**config.mk**
```make
export PLATFORM = sky130hd
export DESIGN_NAME = int_to_fp_prenorm_pipe
export DESIGN_NICKNAME = d
export VERILOG_FILES = /design/src/rtl/int_to_fp_prenorm_pipe.sv
export SDC_FILE = /design/constraint.sdc
export NUM_CORES = 1
export LEC_CHECK = 0
export BUFFER_PORTS_ARGS = -buffer_cell sky130_fd_sc_hd__buf_2
export CORE_ASPECT_RATIO = 1.5
export CORE_MARGIN = 2
export CORE_UTILIZATION = 53
export CTS_BUF_LIST = sky130_fd_sc_hd__clkbuf_16
export CTS_CLUSTER_DIAMETER = 40
export DETAILED_ROUTE_END_ITERATION = 10
export PLACE_DENSITY = 0.76
export RECOVER_POWER = 50
export SLEW_MARGIN = 10
export SYNTH_ARGS = -nofsm -noshare
export SYNTH_HDL_FRONTEND = slang
export SYNTH_SLANG_ARGS = --single-unit
```
**constraint.sdc**
```tcl
create_clock -name clk -period 3.8 [get_ports clk]
set_input_delay 0.38 -clock clk [delete_from_list [all_inputs] [get_ports clk]]
set_output_delay 0.38 -clock clk [all_outputs]
set_load 0.01 [all_outputs]
```
**src/rtl/int_to_fp_prenorm_pipe.sv**
```systemverilog
// int_to_fp_prenorm_pipe: front half of the INT->FP convert path.
// S1 widens the operand to 64 bits and takes its absolute value.
// S2 counts leading zeros and left-normalises, dropping the leading 1.
// rm and tag ride along unchanged. Valid/ready handshake, 1 op/cycle.
module int_to_fp_prenorm_pipe #(
  parameter int TAG_W = 8
) (
  input  logic             clk,
  input  logic             rst_n,
  input  logic             flush_i,
  input  logic             in_valid_i,
  output logic             in_ready_o,
  input  logic [63:0]      int_i,
  input  logic             is_signed_i,
  input  logic             is_long_i,
  input  logic [2:0]       rm_i,
  input  logic [TAG_W-1:0] tag_i,
  output logic             out_valid_o,
  input  logic             out_ready_i,
  output logic [62:0]      norm_int_o,
  output logic [5:0]       lzc_o,
  output logic             is_zero_o,
  output logic             sign_o,
  output logic [2:0]       rm_o,
  output logic [TAG_W-1:0] tag_o
);

  // ---------------- handshake ----------------
  logic s1_vld_q, s1_vld_d;
  logic s2_vld_q, s2_vld_d;
  logic s1_en, s2_en, in_fire, s2_load;

  assign s2_en      = !s2_vld_q | out_ready_i;
  assign s1_en      = !s1_vld_q | s2_en;
  assign in_ready_o = s1_en & !flush_i;
  assign in_fire    = in_valid_i & in_ready_o;
  // S2 only loads when something real moves up; flush blocks the move.
  assign s2_load    = s2_en & s1_vld_q & !flush_i;

  // Valid bits: flush empties both stages, otherwise advance on stage enable.
  always_comb begin
    s1_vld_d = s1_vld_q;
    s2_vld_d = s2_vld_q;
    if (flush_i) begin
      s1_vld_d = 1'b0;
      s2_vld_d = 1'b0;
    end else begin
      if (s1_en) s1_vld_d = in_fire;
      if (s2_en) s2_vld_d = s1_vld_q;
    end
  end

  // Valid registers; reset wins over flush.
  always_ff @(posedge clk) begin
    if (!rst_n) begin
      s1_vld_q <= 1'b0;
      s2_vld_q <= 1'b0;
    end else begin
      s1_vld_q <= s1_vld_d;
      s2_vld_q <= s2_vld_d;
    end
  end

  // ---------------- S1: widen + abs ----------------
  logic [63:0]      ext;
  logic             s1_sign_d, s1_zero_d;
  logic [63:0]      s1_abs_d;
  logic             s1_sign_q, s1_zero_q;
  logic [63:0]      s1_abs_q;
  logic [2:0]       s1_rm_q;
  logic [TAG_W-1:0] s1_tag_q;

  // Widen to 64 bits (upper half ignored for 32-bit ops) and take magnitude.
  // -2^63 negates to itself, which is the correct unsigned magnitude.
  always_comb begin
    ext = int_i;
    if (!is_long_i) begin
      if (is_signed_i) ext = {{32{int_i[31]}}, int_i[31:0]};
      else             ext = {32'b0, int_i[31:0]};
    end
    s1_sign_d = is_signed_i & ext[63];
    s1_abs_d  = s1_sign_d ? (~ext + 64'd1) : ext;
    s1_zero_d = (ext == 64'd0);
  end

  // S1 data registers capture only on an accepted input.
  always_ff @(posedge clk) begin
    if (!rst_n) begin
      s1_sign_q <= 1'b0;
      s1_zero_q <= 1'b0;
      s1_abs_q  <= '0;
      s1_rm_q   <= '0;
      s1_tag_q  <= '0;
    end else if (in_fire) begin
      s1_sign_q <= s1_sign_d;
      s1_zero_q <= s1_zero_d;
      s1_abs_q  <= s1_abs_d;
      s1_rm_q   <= rm_i;
      s1_tag_q  <= tag_i;
    end
  end

  // ---------------- S2: LZC + shift ----------------
  logic [5:0]       lzc_d;
  logic [62:0]      norm_d;
  logic             found;
  logic [5:0]       s2_lzc_q;
  logic [62:0]      s2_norm_q;
  logic             s2_sign_q, s2_zero_q;
  logic [2:0]       s2_rm_q;
  logic [TAG_W-1:0] s2_tag_q;

  // Priority scan from the MSB; zero magnitude leaves lzc=0 and norm=0.
  // Bit 63 of the shifted value is always the dropped leading 1, so only
  // abs[62:0] needs shifting.
  always_comb begin
    lzc_d = '0;
    found = 1'b0;
    for (int i = 63; i >= 0; i--) begin
      if (!found && s1_abs_q[i]) begin
        lzc_d = 6'(63 - i);
        found = 1'b1;
      end
    end
    norm_d = s1_abs_q[62:0] << lzc_d;
  end

  // S2 output registers; held while downstream stalls.
  always_ff @(posedge clk) begin
    if (!rst_n) begin
      s2_lzc_q  <= '0;
      s2_norm_q <= '0;
      s2_sign_q <= 1'b0;
      s2_zero_q <= 1'b0;
      s2_rm_q   <= '0;
      s2_tag_q  <= '0;
    end else if (s2_load) begin
      s2_lzc_q  <= lzc_d;
      s2_norm_q <= norm_d;
      s2_sign_q <= s1_sign_q;
      s2_zero_q <= s1_zero_q;
      s2_rm_q   <= s1_rm_q;
      s2_tag_q  <= s1_tag_q;
    end
  end

  assign out_valid_o = s2_vld_q;
  assign norm_int_o  = s2_norm_q;
  assign lzc_o       = s2_lzc_q;
  assign is_zero_o   = s2_zero_q;
  assign sign_o      = s2_sign_q;
  assign rm_o        = s2_rm_q;
  assign tag_o       = s2_tag_q;

endmodule

```
==> results.sh <==
export IMPL_clkPwrFrac=0.217
export IMPL_preCtsSetupSlack_ns=-0.1874
export IMPL_drt_initial_drc_count=1444
export IMPL_min_period_over_period=0.9924
export IMPL_clkTransAtPathRegs_ns=0.07
export IMPL_netSwitchingFraction=0.4240
export IMPL_die_area_um2=24840
export IMPL_cts_sinks=161
export IMPL_worst_pin_slew_ns=1.649
export IMPL_wl_per_cell_um=21.62
export IMPL_core_um2=23060
export IMPL_hold_class="input port to register"
export IMPL_mostFrequentLayoutCell="buf_4"
export IMPL_synth_main_ff_cell="dfxtp_1"
export IMPL_antenna_found_initial=1
export IMPL_io_pins=166
export IMPL_drive_above_1_share=0.2547
export IMPL_slew_headroom=-0.09941
export IMPL_powerDensity_nw_per_um2=508.5
export IMPL_finalHoldViolations=0
export IMPL_cp_required_ns=4.09
export IMPL_cts_tree="yes"
export IMPL_synth_enable_flop_cells=0
export IMPL_synthDistinctLibCells=87
export IMPL_fp_dieH_um=192.0
export IMPL_n_antenna_cell=0
export IMPL_grt_overflow=0
export IMPL_gp_congestion=1.028
export IMPL_status="finished, violations left"
export IMPL_internal_power_uw=4801
export IMPL_maxCapViolations=1
export IMPL_regArea_um2=3226
export IMPL_irDropWorstVdd_mv=0.4457
export IMPL_grt_pass1_vias=13850
export IMPL_maxSlewViolCount=47
export IMPL_crit_arrival_ns=4.06
export IMPL_fmax_mhz=265.2
export IMPL_violations="capacitance limit, slew limit"
export IMPL_num_nets_final=2123
export IMPL_async_reset_ff_frac=0
export IMPL_grt_max_degree=61
export IMPL_avgSynthCellArea_um2=7.337
export IMPL_worstSetupPathType="register to register"
export IMPL_insertion_delay_ns=0.46
export IMPL_p_leak_uw=0.006685
export IMPL_dp_hpwl_um=37670
export IMPL_power_frac_seq=0.219
export IMPL_cts_hold_buffers_added=0
export IMPL_cp_start_kind="register"
export IMPL_layout_setup_ws_ns=0.02875
export IMPL_fillers=1988
export IMPL_htree_levels=4
export IMPL_period_needed_ns=3.771
export IMPL_drc=0
export IMPL_cp_max_fo=8
export IMPL_synthToLayoutAreaGrowth_pct=31.20
export IMPL_combPwrFrac=0.565
export IMPL_synth_seq_cells=161
export IMPL_vias_per_cell=6.349
export IMPL_synth_nets=1786
export IMPL_finalSetupViolations=0
export IMPL_antenna_left=0
export IMPL_grt_pass1_wl_um=77060
export IMPL_final_util=0.7110
export IMPL_yosys_warnings=0
export IMPL_track_usage=0.4013
export IMPL_initial_core_util=0.5419
export IMPL_dr_pass1_iters=6
export IMPL_final_cell_mix="buf_4, nand2_1, nor2_1"
export IMPL_wl_um=51190
export IMPL_tns_ns=0
export IMPL_synth_seq_area_share=0.2580
export IMPL_rows=68
export IMPL_cp_end_kind="register"
export IMPL_synth_area_um2=12490
export IMPL_clockBufferDepth=2
export IMPL_cts_buffers=17
export IMPL_instances_no_fill=2368
export IMPL_multiInputGateArea_um2=8797
export IMPL_dieWidth_um=129.4
export IMPL_fin_worst_skew_ns=0.01109
export IMPL_vias=15040
export IMPL_portBuffers=165
export IMPL_cts_root_buf="clkbuf_16"
export IMPL_syn_inst=1703
export IMPL_p_switching_uw=3534
export IMPL_dp_cells=2312
[through the flow]
stage	power, uW	instance area (um^2)	hold slack, ns
after floorplan	4141	12490	0.4321
after global placement	5984	15400	0.4293
after detailed placement	6015	15400	0.4369
after CTS	7814	16040	0.1577
after global routing	8640	16390	0.1677
final	8335	16390	0.1568
[routing by layer]
| metal | routed length (um) | track usage |
|---|---|---|
| met5 | 10 | 0 |
| met4 | 4389 | 0.3002 |
| met3 | 3963 | 0.09582 |
| met2 | 24050 | 0.6536 |
| met1 | 18780 | 0.4498 |
[power by group through the flow]
stage                     Sequential, uW  Combinational [uW]  Clock, uW
after floorplan                     1860                2280          0
after global placement              1850                4130          0
after detailed placement            1850                4160          0
after CTS                           1820                4190       1810
after global routing                1830                4920       1890
final                               1820                4710       1810
[cell families (layout without fill, tap and decap cells)]
logic type | after synthesis | count (layout) | share of synthesized area
adder cells (fa/ha/maj) | 1 | 1 | 0.001001
multiplexers | 198 | 198 | 0.1620
flip-flops | 161 | 161 | 0.2580
buffers and inverters | 170 | 520 | 0.05668
XOR/XNOR | 41 | 41 | 0.02874
AND/OR/NAND/NOR | 636 | 636 | 0.2293
AO/OA/AOI/OAI | 496 | 496 | 0.2643
[area by class of cell]
cell class                 instances  area share
tap                              315     0.02404
multi-input combinational       1372      0.5366
inverter                          19    0.004427
sequential                       161      0.1968
clock buffer                      17     0.02595
timing repair buffer             469      0.2003
clock inverter                    15     0.01191
[critical path, stage by stage (launching register included)]
cell,delay (ns)
dfxtp_2,0.34
nor4_4,0.40
buf_4,0.21
nand4_4,0.08
or3_1,0.43
o311ai_2,0.30
o21ai_2,0.10
and2_2,0.26
buf_4,0.18
nand3_1,0.07
o21ai_1,0.15
buf_4,0.18
o21ai_0,0.13
a21oi_1,0.11
buf_4,0.16
o211ai_1,0.51
[repair_timing]
action                                  in CTS  in global routing
pin swaps                                    1                  9
endpoints found under the setup margin       5                 44
resized for setup                            3                 58
setup buffers                                1                 20
cloned                                       0                  4
[synthesized netlist by cell type (17+ instances only)]
library cell / number / share of area
nand2_1: 273 / 0.082
nor2_1: 183 / 0.055
mux2i_1: 164 / 0.13
dfxtp_1: 161 / 0.26
a21oi_1: 133 / 0.053
clkbuf_1: 103 / 0.031
o21ai_0: 98 / 0.039
a211oi_1: 55 / 0.033
nand3_1: 39 / 0.016
mux2_2: 34 / 0.031
buf_2: 28 / 0.011
nor3_1: 26 / 0.010
xor2_1: 26 / 0.018
a22oi_1: 19 / 0.011
inv_1: 19 / 0.0057
nor4_1: 18 / 0.0090
o211ai_1: 17 / 0.010
[state kept, by name, indices dropped and copies added (netlist names)]
register	cells
is_zero_o	1
lzc_o	6
norm_int_o	63
out_valid_o	1
rm_o	3
s1_abs_q	64
s1_rm_q	3
s1_sign_q	1
s1_tag_q	8
s1_vld_q	1
s1_zero_q	1
sign_o	1
tag_o	8
[final timing paths]
check | from | end | slack, ns | cells after the start
max reg2reg | s1_abs_q[51]$_SDFFE_PN0P_ | norm_int_o[54]$_SDFFE_PN0P_ | 0.03 | 15
max | s1_abs_q[51]$_SDFFE_PN0P_ | norm_int_o[54]$_SDFFE_PN0P_ | 0.03 | 15
min | tag_i[1] | s1_tag_q[1]$_SDFFE_PN0P_ | 0.16 | 3
min reg2reg | s1_tag_q[0]$_SDFFE_PN0P_ | tag_o[0]$_SDFFE_PN0P_ | 0.45 | 2
Note: power is estimated with default switching activity, not from simulation.
